`src/rtl/spi_mem_loader.sv`:
```
// rtl/spi_mem_loader.sv - SPI mode-0 slave that loads words into RAM port A and holds the CPU
module spi_mem_loader #(
  parameter int          ADDR_WIDTH = 8,
  parameter int          DATA_WIDTH = 32,
  parameter logic [7:0]  CMD_WRITE  = 8'hA5
) (
  input  logic                  clock,
  input  logic                  reset,
  input  logic                  spi_sclk,
  input  logic                  spi_cs_n,
  input  logic                  spi_mosi,
  output logic                  mem_en,
  output logic                  mem_we,
  output logic [ADDR_WIDTH-1:0] mem_addr,
  output logic [DATA_WIDTH-1:0] mem_wdata,
  output logic                  cpu_hold,
  output logic                  done,
  output logic [ADDR_WIDTH:0]   word_count,
  output logic                  cmd_err
);

  localparam int CNT_W = $clog2(DATA_WIDTH + 1);
  localparam logic [ADDR_WIDTH:0] WC_MAX = {1'b1, {ADDR_WIDTH{1'b0}}};

  typedef enum logic [2:0] {
    IDLE,
    CMD,
    ADDR,
    DATA,
    WRITE,
    IGNORE
  } state_t;

  state_t                state;
  logic [CNT_W-1:0]      bit_cnt;
  logic [DATA_WIDTH-1:0] shift_reg;
  logic [ADDR_WIDTH-1:0] addr;

  // Stage [1] is the synchronised value, stage [2] its previous value for edge detection.
  logic [2:0] sclk_sync;
  logic [2:0] cs_sync;
  logic [1:0] mosi_sync;

  logic                  sclk_rise;
  logic                  cs_fall;
  logic                  cs_rise;
  logic [DATA_WIDTH-1:0] shift_next;
  logic [ADDR_WIDTH:0]   wc_inc;

  assign sclk_rise  = sclk_sync[1] & ~sclk_sync[2] & ~cs_sync[1];
  assign cs_fall    = ~cs_sync[1] & cs_sync[2];
  assign cs_rise    = cs_sync[1] & ~cs_sync[2];
  assign shift_next = {shift_reg[DATA_WIDTH-2:0], mosi_sync[1]};
  assign wc_inc     = (word_count == WC_MAX) ? word_count : word_count + (ADDR_WIDTH+1)'(1);

  // Two-flop synchronisers for the asynchronous SPI pins; left unreset so a reset
  // with cs_n already low does not fabricate a chip-select falling edge.
  always_ff @(posedge clock) begin
    sclk_sync <= {sclk_sync[1:0], spi_sclk};
    cs_sync   <= {cs_sync[1:0], spi_cs_n};
    mosi_sync <= {mosi_sync[0], spi_mosi};
  end

  // Frame FSM: command, address, data words, one-cycle RAM write strobes, hold/done handshake.
  always_ff @(posedge clock) begin
    if (!reset) begin
      state      <= IDLE;
      bit_cnt    <= '0;
      shift_reg  <= '0;
      addr       <= '0;
      mem_en     <= 1'b0;
      mem_we     <= 1'b0;
      mem_addr   <= '0;
      mem_wdata  <= '0;
      cpu_hold   <= 1'b0;
      done       <= 1'b0;
      word_count <= '0;
      cmd_err    <= 1'b0;
    end else begin
      mem_en <= 1'b0;
      mem_we <= 1'b0;
      done   <= 1'b0;
      if (state != IDLE && cs_rise) begin
        // A write already on the port finishes its bookkeeping; a partial word is dropped.
        if (state == WRITE) begin
          addr       <= addr + ADDR_WIDTH'(1);
          word_count <= wc_inc;
        end
        done     <= (state == WRITE) || (word_count != '0);
        cpu_hold <= 1'b0;
        bit_cnt  <= '0;
        state    <= IDLE;
      end else begin
        case (state)
          IDLE: begin
            if (cs_fall) begin
              bit_cnt    <= '0;
              word_count <= '0;
              state      <= CMD;
            end
          end
          CMD: begin
            if (sclk_rise) begin
              shift_reg <= shift_next;
              if (bit_cnt == CNT_W'(7)) begin
                bit_cnt <= '0;
                if (shift_next[7:0] == CMD_WRITE) begin
                  state    <= ADDR;
                  cpu_hold <= 1'b1;
                  cmd_err  <= 1'b0;
                end else begin
                  state   <= IGNORE;
                  cmd_err <= 1'b1;
                end
              end else begin
                bit_cnt <= bit_cnt + CNT_W'(1);
              end
            end
          end
          ADDR: begin
            if (sclk_rise) begin
              shift_reg <= shift_next;
              if (bit_cnt == CNT_W'(ADDR_WIDTH - 1)) begin
                bit_cnt <= '0;
                addr    <= shift_next[ADDR_WIDTH-1:0];
                state   <= DATA;
              end else begin
                bit_cnt <= bit_cnt + CNT_W'(1);
              end
            end
          end
          DATA: begin
            if (sclk_rise) begin
              shift_reg <= shift_next;
              if (bit_cnt == CNT_W'(DATA_WIDTH - 1)) begin
                bit_cnt   <= '0;
                mem_en    <= 1'b1;
                mem_we    <= 1'b1;
                mem_addr  <= addr;
                mem_wdata <= shift_next;
                state     <= WRITE;
              end else begin
                bit_cnt <= bit_cnt + CNT_W'(1);
              end
            end
          end
          WRITE: begin
            addr       <= addr + ADDR_WIDTH'(1);
            word_count <= wc_inc;
            state      <= DATA;
            // Keep the first bit of the next word if it arrives during the strobe.
            if (sclk_rise) begin
              shift_reg <= shift_next;
              bit_cnt   <= CNT_W'(1);
            end
          end
          IGNORE: begin
            state <= IGNORE;
          end
          default: begin
            state <= IDLE;
          end
        endcase
      end
    end
  end

endmodule

```
`config.mk`:
```
export PLATFORM = sky130hd
export DESIGN_NAME = spi_mem_loader
export DESIGN_NICKNAME = d
export VERILOG_FILES = /design/src/rtl/spi_mem_loader.sv
export SDC_FILE = /design/constraint.sdc
export NUM_CORES = 1
export LEC_CHECK = 0
export CAP_MARGIN = 20
export CORE_MARGIN = 2
export CORE_UTILIZATION = 58
export DETAILED_ROUTE_END_ITERATION = 10
export PLACE_DENSITY = 0.84
export SYNTH_ARGS = -nofsm -noshare
export SYNTH_HDL_FRONTEND = slang
export SYNTH_SLANG_ARGS = --single-unit
export TNS_END_PERCENT = 10
```
`constraint.sdc`:
```
create_clock -name clock -period 3.8 [get_ports clock]
set_input_delay 0.76 -clock clock [delete_from_list [all_inputs] [get_ports clock]]
set_output_delay 0.76 -clock clock [all_outputs]
set_load 0.01 [all_outputs]
```
### Yosys cells after proc, flatten, opt, wreduce, memory -nomap -nowiden

Cells that the tools add are included.

| storage, ports and cells | value |
|---|---|
| register bits | 109 |
| bits of input ports | 5 |
| output and inout port bits | 54 |
| logic and storage cells | 99 |

| cells by class | value |
|---|---|
| $add $sub $neg | 3 |
| equal/unequal tests | 22 |
| multiplexer cells | 28 |
| bitwise logic cells | 11 |
| reductions and logical operators | 21 |

Operators with widths:

| cell | count |
|---|---|
| 6-bit 2-to-1 mux | 6 |
| 9-bit 2-to-1 mux | 4 |
| 8-bit 2-to-1 mux | 4 |
| 3-bit 2-to-1 mux | 8 |
| 6-bit one-hot mux with 4 select lines | 1 |
| 3-bit one-hot mux with 6 select lines | 1 |
| 9-bit one-hot mux with 2 select lines | 1 |
| 2-bit inequality test, second input constant | 8 |
| 8-bit one-hot mux with 2 select lines | 1 |
| 4-bit AND reduction | 4 |
| 9-bit by 1-bit adder with 9-bit output, second input constant | 1 |
| 9-bit equality test, second input constant | 1 |
| 3-bit inequality test, second input constant | 3 |
| 9-bit nonzero test | 1 |
| 8-bit by 1-bit adder with 8-bit output, second input constant | 1 |
| 8-bit equality test, second input constant | 1 |
| 4-bit OR reduction | 2 |
| 1-bit NOT | 7 |
| 7-bit AND reduction | 1 |
| 6-bit by 1-bit adder with 6-bit output, second input constant | 1 |
| 3-bit by 2-bit equality test with 1-bit output, second input constant | 2 |
| 3-bit equality test, second input constant | 2 |
| 6-bit by 3-bit equality test with 1-bit output, second input constant | 1 |
| 6-bit by 5-bit equality test with 1-bit output, second input constant | 1 |
| other kinds (14) | 22 |

### Longest topological paths before layout

Gate-level depths: netlist (run 1).

| logic depth | value |
|---|---|
| depth in word-level cells | 6 |
| gate-level depth with buffers | 8 |
| mapped depth without buffers | 6 |

### Worst setup path before layout (run 1)

Ideal clock, no wire load.

| timing path | value |
|---|---|
| kind | reg-to-reg |
| start | register bit_cnt[0] |
| end | register mem_addr[0] |
| arrival time | 1.865 ns |
| required time | 3.668 ns |
| path slack | 1.803 ns |
| stages on the path, launching flop included | 9 |
| buffers on the path | 2 |
| cell sequence | dfxtp_1 -> ha_1 -> nand3_2 -> or3_1 -> or4_1 -> buf_2 -> buf_6 -> nand2_1 -> a21oi_1 |

| on the way | value |
|---|---|
| word-level cells in the longest chain between the ends | 2 |

Ends and longest elaborated chain:

| what | line | RTL |
|---|---|---|
| start: declaration | 35 | `logic [CNT_W-1:0] bit_cnt;` |
| start signal: assignment | 116 | `bit_cnt <= bit_cnt + CNT_W'(1);` |
| start signal: assignment | 128 | `bit_cnt <= bit_cnt + CNT_W'(1);` |
| start signal: assignment | 143 | `bit_cnt <= bit_cnt + CNT_W'(1);` |
| 6-bit by 5-bit equality test with 1-bit output | 135 | `if (bit_cnt == CNT_W'(DATA_WIDTH - 1)) begin` |
| 4-bit AND reduction (no line) | n/a |  |
| end signal: assignment | 139 | `mem_addr <= addr;` |
| end: declaration | 14 | `output logic [ADDR_WIDTH-1:0] mem_addr,` |

Every way passes these cells.
A chain may end at the register's enable or synchronous reset.

### Final worst setup path (run 1)

| timing path | value |
|---|---|
| start | register state[2] |
| end | register bit_cnt[3] |

| on the way | value |
|---|---|
| word-level cells in the longest chain between the ends | 4 |
| elaborated cells on any way between the ends | 16 |
| those cells by class | 8 x eq/ne; 1 x mux; 7 x reduce/logical |

Ends and longest elaborated chain:

| what | line | RTL |
|---|---|---|
| start: declaration | 34 | `state_t state;` |
| start signal: assignment | 67 | `state <= IDLE;` |
| start signal: assignment | 92 | `state <= IDLE;` |
| start signal: assignment | 99 | `state <= CMD;` |
| 3-bit by 2-bit equality test with 1-bit output / 3-bit by 1-bit equality test with 1-bit output (equally long branches) | 94 | `case (state)` |
| 2-bit OR reduction (no line) | n/a |  |
| 2-bit by 1-bit inequality test with 1-bit output (no line) / 4-bit nonzero test (equally long branches) | n/a |  |
| 5-bit AND reduction (no line) | n/a |  |

Parallel ways exist; a longest one is shown, timed or not.

==> results.sh, run 1 <==
export IMPL_n_antenna_cell=0
export IMPL_firstDrtPassIters=5
export IMPL_hp_class="flip-flop to flip-flop"
export IMPL_synthFlopType="dfxtp_1"
export IMPL_syn_num_nets=549
export IMPL_hold_buffers=0
export IMPL_async_reset_ff_share_pct=0
export IMPL_multi_input_area_um2=2010
export IMPL_power_density_nw_per_um2=458
export IMPL_postLayoutCellArea_um2=5200
export IMPL_yosys_area_share_adder_pct=1.14
export IMPL_synth_compound_area_share_pct=17.6
export IMPL_fillCellCount=574
export IMPL_regArea_um2=2180
export IMPL_highest_layer="met4"
export IMPL_preCtsSetupSlack_ns=1.35
export IMPL_cts_max_level=3
export IMPL_wirelength_mm=9.24
export IMPL_crit_buf_inv=0
export IMPL_worst_slew_margin_rel_pct=46.4
export IMPL_drive_above_1_share_pct=6.62
export IMPL_setup_viol=0
export IMPL_route_met3_wl_um=436
export IMPL_synth_xor_area_share_pct=1.20
export IMPL_clock_fmax_mhz=437
export IMPL_cts_made_buffers=9
export IMPL_yosys_area_share_simple_pct=24.5
export IMPL_initialDrtViolationCount=250
export IMPL_layout_common_cells="nand2_1 (166), dfxtp_1 (109), a21oi_1 (84)"
export IMPL_path_cells="nor3b_4 -> nand2_1 -> a21boi_1 -> or4b_1 -> o22ai_1"
export IMPL_status="completed"
export IMPL_rr_worst_depth=5
export IMPL_path_max_fanout=16
export IMPL_antenna_found_initial=0
export IMPL_worstSetupPathDepth=5
export IMPL_vias=3854
export IMPL_ios=59
export IMPL_fin_crit_sh_pct=60.2
export IMPL_place_gp_congestion=0.866
export IMPL_fp_coreArea_um2=7290
export IMPL_rows=31
export IMPL_place_area_um2=4970
export IMPL_cp_required_ns=4.10
export IMPL_slowest_stage="dfxtp_1"
export IMPL_post_route_min_period_ns=2.29
export IMPL_clk_latency_ns=0.37
export IMPL_min_path_cells=0
export IMPL_cap_violations=0
export IMPL_drc=0
export IMPL_end_kind="flip-flop"
export IMPL_synth_seq_cells=109
export IMPL_grt_start_max_net_pins=68
export IMPL_synthCells=540
export IMPL_crit_family="simple AND/OR/NAND/NOR gates"
export IMPL_cts_tree="yes"
export IMPL_grt_setup_unrepaired="false"
export IMPL_die_area_um2=8280
export IMPL_ir_worst_vdd_v=0.000276
export IMPL_drt_antenna_violating_nets=0
export IMPL_die_y_um=91.0
export IMPL_cts_root_buffer="clkbuf_8"
export IMPL_die_x_um=91.0
export IMPL_finalMaxSlewViolations=0
export IMPL_path_class="flip-flop to flip-flop"
export IMPL_grt_use_total_pct=22.4
export IMPL_ctsResizeCount=0
export IMPL_final_common_cell="nand2_1"
export IMPL_ys_types=56
export IMPL_fin_ws_ns=1.51
export IMPL_largest_reg_flops=32
export IMPL_ys_warn_count=0
export IMPL_post_cts_buffers=0
export IMPL_worst_slew_pin_slew_ns=0.799
export IMPL_hold_viol=0
export IMPL_cts_max_path_buffers=2
export IMPL_via_per_inst=5.60
export IMPL_io_buffers=58
export IMPL_wl_per_cell_um=13.4
export IMPL_crit_path_max_incr_delay_ns=0.71
export IMPL_area_growth_syn_to_layout_pct=18.4
export IMPL_hpwl_mm=6.18
export IMPL_grt_overflow_total=0
export IMPL_met2_length_mm=4.65
export IMPL_clk_pin_slew_ns=0.11
export IMPL_synth_mux_area_share_pct=0.998
export IMPL_synth_edf_count=0
export IMPL_syn_area_um2=4390
export IMPL_fin_skew_ns=0.0125
export IMPL_m1WireLength_mm=4.02
export IMPL_ys_seq_area_share_pct=49.7
export IMPL_nets=593
export IMPL_synth_top_family_by_area="simple AND/OR/NAND/NOR gates"
export IMPL_p_leak_nw=1.70
export IMPL_start_kind="flip-flop"
export IMPL_grt_pass1_vias=3505
export IMPL_start_util_pct=60.2
export IMPL_avgSynthCellArea_um2=8.13
export IMPL_numClockSinks=109
export IMPL_grt_pass1_wl_mm=15.3
export IMPL_fin_tns_setup_ns=0
export IMPL_arrival_ns=2.58
Yosys cell counts, types with 2 or more instances:
| library cell | number | area (um^2) |
|---|---|---|
| o221a_2 | 2 | 22.5 |
| mux2_2 | 3 | 33.8 |
| o21ai_0 | 8 | 40.0 |
| dfxtp_1 | 109 | 2180 |
| o21ba_2 | 2 | 20.0 |
| or3b_1 | 2 | 17.5 |
| a22oi_1 | 2 | 15.0 |
| nand4_1 | 3 | 18.8 |
| nor4_1 | 2 | 12.5 |
| buf_6 | 7 | 78.8 |
| or3_1 | 8 | 50.1 |
| ha_1 | 4 | 50.1 |
| o31ai_1 | 2 | 15.0 |
| a21o_1 | 5 | 37.5 |
| o21bai_1 | 2 | 15.0 |
| nor2b_1 | 4 | 25.0 |
| a21oi_1 | 85 | 425 |
| and3_1 | 3 | 18.8 |
| a31oi_1 | 5 | 31.3 |
| o211ai_1 | 2 | 15.0 |
| nand2_1 | 166 | 623 |
| xnor2_1 | 3 | 26.3 |
| clkbuf_1 | 15 | 56.3 |
| o311ai_1 | 2 | 17.5 |
| nor2_1 | 29 | 109 |
| a211oi_1 | 3 | 22.5 |
| o21ai_1 | 2 | 10.0 |
| inv_1 | 7 | 26.3 |
| nor3_1 | 5 | 25.0 |
| xor2_1 | 3 | 26.3 |
| nand3_1 | 12 | 60.1 |
| buf_2 | 8 | 40.0 |
| o21a_1 | 2 | 15.0 |
metal layers:
| metal | up-vias | global-route usage (%) |
|---|---|---|
| met3 | 12 | 3.49 |
| met4 | 0 | 9.22 |
| li1 | 1913 | - |
| met1 | 1826 | 28.4 |
| met5 | - | 0 |
| met2 | 103 | 38.1 |
power breakdown:
part           internal, mW  leakage (nW)  switching [mW]
registers              1.17         0.881          0.0583
logic                 0.137         0.698           0.229
clock network         0.382         0.117           0.403
through the flow:
stage	util (%)	total power, mW	hold slack (ns)	std cells
after floorplan	-	1.54	0.310	540
after CTS	71.3	2.39	0.333	688
final	71.3	2.38	0.330	688
after detailed placement	68.2	1.61	0.313	672
after global routing	71.3	2.48	0.327	688
after global placement	68.2	1.60	0.311	672
final cells by class:
class	count	area share [%]
Clock buffer	9	2.38
Inverter	8	0.578
Multi-Input combinational cell	392	38.7
Tap cell	99	2.38
Timing Repair Buffer	64	12.0
Sequential cell	109	42.0
Clock inverter	7	1.97
kinds of logic (layout without fill, tap and decap cells):
logic type | Yosys count | in the layout
adder cells (fa/ha/maj) | 4 | 4
XOR/XNOR | 6 | 6
AND/OR/NAND/NOR | 246 | 246
flip-flops | 109 | 109
multiplexers | 4 | 4
buffers and inverters | 39 | 88
AO/OA/AOI/OAI | 132 | 132
path summary, 6_finish.rpt:
path	slack, ns	to	start
max	1.51	bit_cnt[3]$_SDFFE_PP0P_	state[2]$_SDFFE_PP0P_
max reg2reg	1.51	bit_cnt[3]$_SDFFE_PP0P_	state[2]$_SDFFE_PP0P_
min	0.33	mosi_sync[1]$_DFF_P_	mosi_sync[0]$_DFF_P_
min reg2reg	0.33	mosi_sync[1]$_DFF_P_	mosi_sync[0]$_DFF_P_
No activity file was read; power rests on OpenSTA's default activity.
==> run 2: changes to the inputs <==
--- a/config.mk
+++ b/config.mk
@@ -7,9 +7,9 @@
 export LEC_CHECK = 0
 export CAP_MARGIN = 20
 export CORE_MARGIN = 2
-export CORE_UTILIZATION = 58
+export CORE_UTILIZATION = 49
 export DETAILED_ROUTE_END_ITERATION = 10
-export PLACE_DENSITY = 0.84
+export PLACE_DENSITY = 0.75
 export SYNTH_ARGS = -nofsm -noshare
 export SYNTH_HDL_FRONTEND = slang
 export SYNTH_SLANG_ARGS = --single-unit
==> constraint.sdc (replaced) <==
create_clock -name clock -period 2.1 [get_ports clock]
set_input_delay 0.42 -clock clock [delete_from_list [all_inputs] [get_ports clock]]
set_output_delay 0.42 -clock clock [all_outputs]
set_load 0.01 [all_outputs]
==> run 2 against run 1 <==
Net effect:
- sequential power rose by 79%
- clock skew about the same
- die area grew 18%
- cell area increased by 4.1%
- clock power up 59%
- global-route usage fell by 3.3 points
- sequential share of layout area decreased by 1.6 points
- fmax is 12% higher
- first-iteration DRC count is 20% lower
- setup slack worse by 1.5 ns
- total power increased by 77%
- worst hold slack gained 0.011 ns
- critical path type unchanged
- largest power group unchanged
- highest routed layer unchanged
==> results.sh, run 2 (same netlist as run 1, synthesis figures left out) <==
export IMPL_cts_tree="yes"
export IMPL_numClockSinks=109
export IMPL_drive_above_1_share_pct=10.5
export IMPL_die_y_um=98.6
export IMPL_nets=611
export IMPL_hpwl_mm=6.33
export IMPL_min_delay_start="cs_sync[0]$_DFF_P_"
export IMPL_drc=0
export IMPL_cts_made_buffers=9
export IMPL_power_density_nw_per_um2=779
export IMPL_power_internal_mw=2.90
export IMPL_p_switching_mw=1.32
export IMPL_regArea_um2=2190
export IMPL_slowest_stage="dfxtp_2"
export IMPL_grt_setup_unrepaired="true"
export IMPL_cap_violations=0
export IMPL_cts_root_buffer="clkbuf_8"
export IMPL_io_buffers=58
export IMPL_cts_max_level=3
export IMPL_layout_common_cells="nand2_1 (166), dfxtp_1 (106), a21oi_1 (83)"
export IMPL_rows=34
export IMPL_postLayoutCellArea_um2=5410
export IMPL_hold_buffers=0
export IMPL_fin_skew_ns=0.0121
export IMPL_post_route_min_period_ns=2.05
export IMPL_start_util_pct=50.3
export IMPL_crit_path_max_incr_delay_ns=0.37
export IMPL_power_total_mw=4.22
export IMPL_path_class="flip-flop to flip-flop"
export IMPL_path_cells="ha_4 -> nand3_4 -> or3_4 -> buf_4 -> nor4_4 -> buf_4 -> clkbuf_16 -> nand2_1 -> a21oi_1"
export IMPL_clock_fmax_mhz=488
export IMPL_p_seq_share_pct=52.1
export IMPL_combPwrFrac_pct=18.2
export IMPL_hp_class="flip-flop to flip-flop"
export IMPL_finalMaxSlewViolations=0
export IMPL_via_per_inst=5.38
export IMPL_final_common_cell="nand2_1"
export IMPL_place_gp_congestion=0.857
export IMPL_vias=3846
export IMPL_worst_slew_pin_slew_ns=0.735
export IMPL_drt_antenna_violating_nets=0
export IMPL_arrival_ns=2.36
export IMPL_initialDrtViolationCount=201
export IMPL_wl_per_cell_um=13.4
export IMPL_start_kind="flip-flop"
export IMPL_clk_latency_ns=0.38
export IMPL_p_sw_share_pct=31.3
export IMPL_hold_viol=0
export IMPL_grt_start_max_net_pins=72
export IMPL_worst_slew_margin_rel_pct=50.7
export IMPL_timing_rr_start="bit_cnt[0]$_SDFFE_PP0P_"
export IMPL_grt_use_total_pct=19.1
export IMPL_cp_required_ns=2.41
export IMPL_fp_coreArea_um2=8720
export IMPL_n_antenna_cell=0
export IMPL_p_leak_nw=1.79
export IMPL_area_growth_syn_to_layout_pct=23.3
export IMPL_grt_pass1_vias=3474
export IMPL_grt_pass1_wl_mm=15.4
export IMPL_grt_overflow_total=0
export IMPL_setup_viol=0
export IMPL_ios=59
export IMPL_clk_pin_slew_ns=0.12
export IMPL_wirelength_mm=9.57
export IMPL_path_max_fanout=10
export IMPL_firstDrtPassIters=5
export IMPL_cp_common_cell="buf_4"
export IMPL_end_kind="flip-flop"
export IMPL_clockPowerShare_pct=29.7
export IMPL_crit_start="bit_cnt[0]$_SDFFE_PP0P_"
export IMPL_cts_max_path_buffers=2
export IMPL_critPathCapture="mem_wdata[28]$_SDFFE_PN0P_"
export IMPL_antenna_found_initial=0
export IMPL_fin_crit_sh_pct=97.6
export IMPL_reg2reg_slack_ns=0.05
export IMPL_largest_reg_flops=32
export IMPL_fillCellCount=765
export IMPL_status="completed"
export IMPL_place_area_um2=5110
export IMPL_r2r_end="mem_wdata[28]$_SDFFE_PN0P_"
export IMPL_ir_worst_vdd_v=0.000471
export IMPL_die_area_um2=9730
export IMPL_fin_ws_ns=0.0500
export IMPL_multi_input_area_um2=2040
export IMPL_rr_worst_depth=9
export IMPL_die_x_um=98.6
export IMPL_min_path_cells=0
export IMPL_preCtsSetupSlack_ns=0.0189
==> run 2: changes by cell type in the layout (fill, tap and decap cells not counted), moves of 2 or more <==
| cell | previous run | this run |
|---|---|---|
| dfxtp_2 | 0 | 2 |
| dfxtp_1 | 109 | 106 |
| buf_4 | 6 | 18 |
| buf_6 | 0 | 2 |
| bufinv_16 | 2 | 0 |
| inv_8 | 1 | 3 |
| buf_12 | 0 | 2 |
==> run 2: how the worst min path moves through the flow <==
stage / slack, ns / end
finish: 0.34 / cs_sync[1]$_DFF_P_
global route: 0.35 / cs_sync[1]$_DFF_P_
CTS: 0.34 / cs_sync[1]$_DFF_P_
detailed placement: 0.32 / cs_sync[1]$_DFF_P_
global placement: 0.31 / mosi_sync[1]$_DFF_P_
floorplan: 0.31 / cs_sync[1]$_DFF_P_
==> run 2: timing repair <==
item | in CTS | in global routing
pin swaps | 0 | 1
setup buffers | 0 | 2
cloned | 0 | 2
endpoints found under the hold margin | 0 | 0
gates resized for setup | 1 | 12
endpoints found under the setup margin | 1 | 43
==> run 2: critical path: cells and delay by family, from the launching register on <==
| kind | cells | cell delay (ns) |
|---|---|---|
| AND/OR/NAND/NOR | 4 | 0.81 |
| buffers and inverters | 3 | 0.51 |
| adder cells (fa/ha/maj) | 1 | 0.16 |
| AO/OA/AOI/OAI | 1 | 0.14 |
| flip-flops | 1 | 0.37 |
==> run 2: metrics by stage <==
step	instances	hold WS (ns)	utilization (%)	TNS [ns]
after floorplan	540	0.310	-	0
after global placement	695	0.310	58.6	0
after detailed placement	695	0.318	58.6	0
after CTS	711	0.343	61.0	0
after global routing	715	0.349	62.1	-0.0812
final	715	0.341	62.1	0
==> run 2: routing by layer <==
layer  part of all wire [%]  track usage (%)  vias up
met4                    1.2             6.64        0
met3                    4.1             4.47       10
met5                      0                0        -
met2                     51             32.4       86
li1                       -                -     1952
met1                     43             24.0     1798
==> run 2: power by group through the flow <==
stage                     registers (mW)  clock network (mW)  logic [mW]
after detailed placement            2.24                   0       0.749
final                               2.20                1.25       0.766
after global routing                2.21                1.37       0.846
after CTS                           2.19                1.30       0.755
after floorplan                     2.21                   0       0.576
after global placement              2.24                   0       0.732
==> run 2: layout make-up <==
class,count,area share [%]
clock buffer,9,2.29
inverter,8,0.555
sequential,109,40.4
clock inverter,7,1.39
tap,108,2.50
timing repair buffer,82,15.1
multi-input combinational,392,37.7
==> run 3: changes to the inputs <==
--- a/config.mk
+++ b/config.mk
@@ -5,10 +5,11 @@
 export SDC_FILE = /design/constraint.sdc
 export NUM_CORES = 1
 export LEC_CHECK = 0
-export CAP_MARGIN = 20
+export CAP_MARGIN = 15
 export CORE_MARGIN = 2
 export CORE_UTILIZATION = 49
 export DETAILED_ROUTE_END_ITERATION = 10
+export GPL_TIMING_DRIVEN = 0
 export PLACE_DENSITY = 0.75
 export SYNTH_ARGS = -nofsm -noshare
 export SYNTH_HDL_FRONTEND = slang
==> run 3 against run 2 <==
Net effect:
- flip-flop and latch count unchanged
- fmax up 1.9%
- worst hold slack got worse by 0.0090 ns
- total power is 0.52% lower
- first-iteration DRC count decreased by 13%
- cell count grew 0.84%
- non-clock buffer count is 6 higher
- critical path type unchanged
- combinational power about the same
- largest cell class unchanged
- clock power about the same
- cell area shrank 1.2%
- wire length grew 0.10%
- largest power group unchanged
- global-route usage up 1.1 points
==> results.sh, run 3 (same netlist as run 1, synthesis figures left out) <==
export IMPL_hp_class="flip-flop to flip-flop"
export IMPL_wl_per_cell_um=13.3
export IMPL_path_max_fanout=10
export IMPL_p_leak_nw=1.76
export IMPL_grt_start_max_net_pins=22
export IMPL_area_growth_syn_to_layout_pct=21.9
export IMPL_cts_max_path_buffers=2
export IMPL_fin_crit_sh_pct=95.8
export IMPL_setup_viol=0
export IMPL_preCtsSetupSlack_ns=-0.0610
export IMPL_hold_viol=0
export IMPL_cts_max_level=3
export IMPL_layout_common_cells="nand2_1 (165), dfxtp_1 (107), a21oi_1 (84)"
export IMPL_grt_pass1_vias=3547
export IMPL_fp_coreArea_um2=8720
export IMPL_fillCellCount=749
export IMPL_power_density_nw_per_um2=784
export IMPL_gr_usage_met2_pct=32.7
export IMPL_cp_required_ns=2.36
export IMPL_grt_busiest_layer="met2"
export IMPL_power_internal_mw=2.88
export IMPL_p_sw_share_pct=31.4
export IMPL_start_kind="flip-flop"
export IMPL_p_switching_mw=1.32
export IMPL_grt_pass1_wl_mm=16.2
export IMPL_numClockSinks=109
export IMPL_rows=34
export IMPL_hold_buffers=0
export IMPL_grt_use_total_pct=20.2
export IMPL_via_per_inst=5.42
export IMPL_cts_root_buffer="clkbuf_8"
export IMPL_hold_ws_ns=0.332
export IMPL_drive_above_1_share_pct=9.14
export IMPL_power_total_mw=4.19
export IMPL_path_class="flip-flop to flip-flop"
export IMPL_cap_violations=0
export IMPL_die_area_um2=9730
export IMPL_io_buffers=57
export IMPL_clk_latency_ns=0.38
export IMPL_end_kind="flip-flop"
export IMPL_wirelength_mm=9.58
export IMPL_status="completed"
export IMPL_n_antenna_cell=0
export IMPL_grt_setup_unrepaired="true"
export IMPL_worst_slew_pin_slew_ns=0.768
export IMPL_p_seq_share_pct=51.9
export IMPL_die_x_um=98.6
export IMPL_met3_usage_pct=4.33
export IMPL_nets=617
export IMPL_hpwl_mm=6.90
export IMPL_place_gp_congestion=0.880
export IMPL_die_y_um=98.6
export IMPL_ios=59
export IMPL_fin_skew_ns=0.0236
export IMPL_post_cts_buffers=0
export IMPL_final_common_cell="nand2_1"
export IMPL_ir_worst_vdd_v=0.000521
export IMPL_drt_antenna_violating_nets=0
export IMPL_initialDrtViolationCount=174
export IMPL_arrival_ns=2.27
export IMPL_antenna_found_initial=0
export IMPL_post_route_min_period_ns=2.01
export IMPL_start_util_pct=50.3
export IMPL_clockPowerShare_pct=29.9
export IMPL_vias=3910
export IMPL_clk_pin_slew_ns=0.11
export IMPL_firstDrtPassIters=5
export IMPL_clock_fmax_mhz=497
export IMPL_finalMaxSlewViolations=0
export IMPL_fin_tns_setup_ns=0
export IMPL_grt_overflow_total=0
export IMPL_cts_made_buffers=9
export IMPL_fin_ws_ns=0.0890
export IMPL_grt_use_met1_pct=26.2
export IMPL_combPwrFrac_pct=18.2
export IMPL_worst_slew_margin_rel_pct=48.4
export IMPL_largest_reg_flops=32
export IMPL_drc=0
export IMPL_cts_tree="yes"
[run 3: cell type report]
type                    instances  area (um^2)  area share (%)
inverters                       8         30.0           0.561
plain buffers                  31          193            3.60
repair buffers                 57          571            10.7
clock buffers                   9          124            2.31
well taps                     108          135            2.53
multi-input cells             392         2030            38.0
clock inverters                 7         77.6            1.45
flip-flops and latches        109         2190            40.9
[run 3: worst max-delay path: stages (launching register included)]
cell and delay [ns]:
dfxtp_1 0.35, or3b_1 0.51, nor2_1 0.22, a31oi_1 0.26, buf_2 0.27, o21ai_0 0.20
a21oi_1 0.09
[run 3: path summary, 6_finish.rpt]
kind | startpoint | endpoint | slack, ns | depth (start not counted)
worst min register to register | sclk_sync[0]$_DFF_P_ | sclk_sync[1]$_DFF_P_ | 0.33 | 0
worst max register to register | cs_sync[1]$_DFF_P_ | addr[3]$_SDFFE_PN0P_ | 0.09 | 6
worst min-delay path | sclk_sync[0]$_DFF_P_ | sclk_sync[1]$_DFF_P_ | 0.33 | 0
worst max-delay path | cs_sync[1]$_DFF_P_ | addr[3]$_SDFFE_PN0P_ | 0.09 | 6
[run 3: power by group through the flow]
stage / Clock, mW / Combinational, mW / Sequential, mW
floorplan: 0 / 0.576 / 2.21
global placement: 0 / 0.740 / 2.22
detailed placement: 0 / 0.749 / 2.22
CTS: 1.29 / 0.756 / 2.17
global route: 1.37 / 0.841 / 2.19
finish: 1.25 / 0.765 / 2.17
[run 3: timing repair]
action | in CTS | in global routing
hold endpoints to repair | 0 | 0
endpoints found under the setup margin | 49 | 55
gates resized for setup | 5 | 12
[run 3: layer usage]
layer / part of all wire (%) / vias to the layer above / wire, um
met5: 0 / - / 0
met3: 4.5 / 19 / 428
li1: - / 1973 / -
met1: 46 / 1827 / 4380
met4: 2.3 / 0 / 221
met2: 48 / 91 / 4550
[run 3: through the flow]
step	cells	utilization [%]	area [um^2]
2_1_floorplan	540	-	4390
3_3_place_gp	705	58.4	5090
3_5_place_dp	705	58.4	5090
4_1_cts	721	60.9	5310
5_1_grt	721	61.4	5350
6_report	721	61.4	5350
==> RTL change: new RTL, flow settings as in run 3 <==
Register the inputs `spi_cs_n` and `spi_mosi` before use, without a reset. The logic sees them one clock later.
--- a/src/rtl/spi_mem_loader.sv
+++ b/src/rtl/spi_mem_loader.sv
@@ -31,6 +31,14 @@
     IGNORE
   } state_t;
 
+  logic spi_cs_n_q;
+  logic spi_mosi_q;
+
+  always_ff @(posedge clock) begin
+    spi_cs_n_q <= spi_cs_n;
+    spi_mosi_q <= spi_mosi;
+  end
+
   state_t                state;
   logic [CNT_W-1:0]      bit_cnt;
   logic [DATA_WIDTH-1:0] shift_reg;
@@ -57,8 +65,8 @@
   // with cs_n already low does not fabricate a chip-select falling edge.
   always_ff @(posedge clock) begin
     sclk_sync <= {sclk_sync[1:0], spi_sclk};
-    cs_sync   <= {cs_sync[1:0], spi_cs_n};
-    mosi_sync <= {mosi_sync[0], spi_mosi};
+    cs_sync   <= {cs_sync[1:0], spi_cs_n_q};
+    mosi_sync <= {mosi_sync[0], spi_mosi_q};
   end
 
   // Frame FSM: command, address, data words, one-cycle RAM write strobes, hold/done handshake.
Formal check against the unedited RTL: no difference found for any inputs over 10 cycles, from zero or initial values and one cycle with reset low; that may be too few to reach the edited logic, so the function may still have changed.
==> RTL change against run 3 <==
  * Clock power increased by 4%
  * Synthesized area rose by 0.91%
  * Worst setup slack lost 0.034 ns
  * Synthesized cell count increased by 0.37%
  * Sequential share of layout area grew 0.38 points
  * Wire length fell by 2.0%
  * Design area is 0.89% higher
  * Power down 0.40%
  * Sequential cell count rose by 2
  * Core utilization grew 0.24 points
  * Critical endpoint is now addr[5]
  * Largest power group unchanged
  * Highest routed layer unchanged
==> RTL change: results (changes against run 3) <==
Residual DRC -> 0 (unchanged)
share of cell area taken by muxes after synthesis -> 0.989% (was 0.998%)
worst relative slew slack -> 50.3% (was 48.4%)
layout cells sized above 1 -> 9.27% (was 9.14%)
switching fraction of total power -> 28.7% (was 31.4%)
Crit path arrival time -> 2.34 ns (was 2.27 ns)
final clock skew -> 0.0120 ns (was 0.0236 ns)
Routed Wire Length -> 9.39 mm (was 9.58 mm)
fillcell total -> 795 (was 749)
Hold/Removal Path Class -> reg -> reg (unchanged)
gr usage total -> 19.6% (was 20.2%)
clock transition time at the flip-flop clock pins of the worst setup and hold paths -> 0.10 ns
first-pass GRT wire length -> 15.8 mm (was 16.2 mm)
maximum root-to-sink buffer count -> 2 (unchanged)
nets in the synthesized netlist -> 551 (was 549)
number of iterations in the first detailed-routing pass -> 4 (was 5)
Synth top cells by count -> sky130_fd_sc_hd__nand2_1, sky130_fd_sc_hd__dfxtp_1, sky130_fd_sc_hd__a21oi_1, sky130_fd_sc_hd__nor2_1, sky130_fd_sc_hd__clkbuf_1 (unchanged)
async set or reset register ratio after synthesis -> 0% (unchanged)
Critical-path top delay cell -> sky130_fd_sc_hd__dfxtp_1 (was sky130_fd_sc_hd__or3b_1)
peak supply drop -> 0.494 mV (was 0.521 mV)
pin count of the biggest net entering global routing -> 20 (was 22)
Syn. warnings -> 0 (unchanged)
count of nets after finishing -> 619 (was 617)
drt initial violations -> 206 (was 174)
Post-Synth Adder-Cell Area -> 1.13% (was 1.14%)
Compound-Gate Fraction of Synth Area -> 17.5% (was 17.6%)
Place WS -> -0.0739 ns (was -0.0610 ns)
half-perimeter wire length after placement -> 6.77 mm (was 6.90 mm)
initial antenna violation count -> 0 (unchanged)
sequential-to-total area share from yosys stat -> 50.2% (was 49.7%)
Area contributors post-synth -> sky130_fd_sc_hd__dfxtp_1, sky130_fd_sc_hd__nand2_1, sky130_fd_sc_hd__a21oi_1 (unchanged)
status -> finished clean (unchanged)
leakage power -> 1.78 nW (was 1.76 nW)
clock latency on the worst-skew pair -> 0.37 ns
RePlAce Congestion -> 0.874 (was 0.880)
largest driver fanout on the critical path -> 10 (unchanged)
crit-path max cell delay -> 0.48 ns (was 0.51 ns)
number of global-route vias before repair -> 3490 (was 3547)
Antenna diodes -> 0 (unchanged)
Via Count -> 3805 (was 3910)
xor and xnor area share after synthesis -> 1.19% (was 1.20%)
==> RTL change: layer usage <==
| metal | GRT usage, % | up-vias | part of all wire (%) |
|---|---|---|---|
| met5 | 0 | - | 0 |
| met4 | 5.80 | 0 | 1.5 |
| met3 | 4.33 | 14 | 5.0 |
| met2 | 33.0 | 92 | 47 |
| met1 | 25.1 | 1727 | 46 |
| li1 | - | 1972 | - |
==> RTL change: final cells by class <==
type	count	share of cell area (%)
Timing Repair Buffer	57	10.6
Clock inverter	7	1.48
Buffer	31	3.52
Clock buffer	9	2.29
Sequential cell	111	41.3
Tap cell	108	2.50
Inverter	8	0.556
Multi-Input combinational cell	392	37.8
==> RTL change: cells by family after synthesis <==
logic type	Yosys count
DFF	111
AOI/OAI and AO/OA	132
xor gates and xnor gates	6
buffers and inverters	39
muxes	4
and+or+nand+nor	246
adders and majority gates	4
==> RTL change: critical path, delay by kind of cell, from the launching register on <==
kind,cells,cell delay (ns)
AO/OA/AOI/OAI,3,0.56
buffers and inverters,1,0.14
AND/OR/NAND/NOR,2,0.80
flip-flops,1,0.48
==> RTL change: power by group through the flow <==
stage               Clock [mW]  Combinational (mW)  Sequential (mW)
finish                    1.30               0.653             2.23
floorplan                    0               0.481             2.26
detailed placement           0               0.634             2.27
global route              1.43               0.723             2.23
global placement             0               0.622             2.27
CTS                       1.33               0.646             2.22
==> RTL change: stage by stage <==
stage                     area [sq um]  hold WS, ns  TNS [ns]  cells  util, %
final                             5400        0.335         0    723     61.6
after global routing              5400        0.338    -0.119    723     61.6
after CTS                         5370        0.333         0    723     61.3
after detailed placement          5130        0.314     -1.96    707     58.6
after global placement            5130        0.312     -1.79    707     58.6
after floorplan                   4430        0.310         0    542        -
==> RTL change: worst paths after layout <==
path                startpoint            to  slack (ns)  cells past startpoint
setup / recovery      state[2]       addr[5]        0.06                      6
hold / removal    mosi_sync[0]  mosi_sync[1]        0.33                      0
setup reg to reg      state[2]       addr[5]        0.06                      6
hold reg to reg   mosi_sync[0]  mosi_sync[1]        0.33                      0
==> RTL change: repair_timing <==
item	CTS	global route
setup endpoints to repair	50	60
resized for setup	8	8
hold buffers	0	0
buffers inserted	0	0
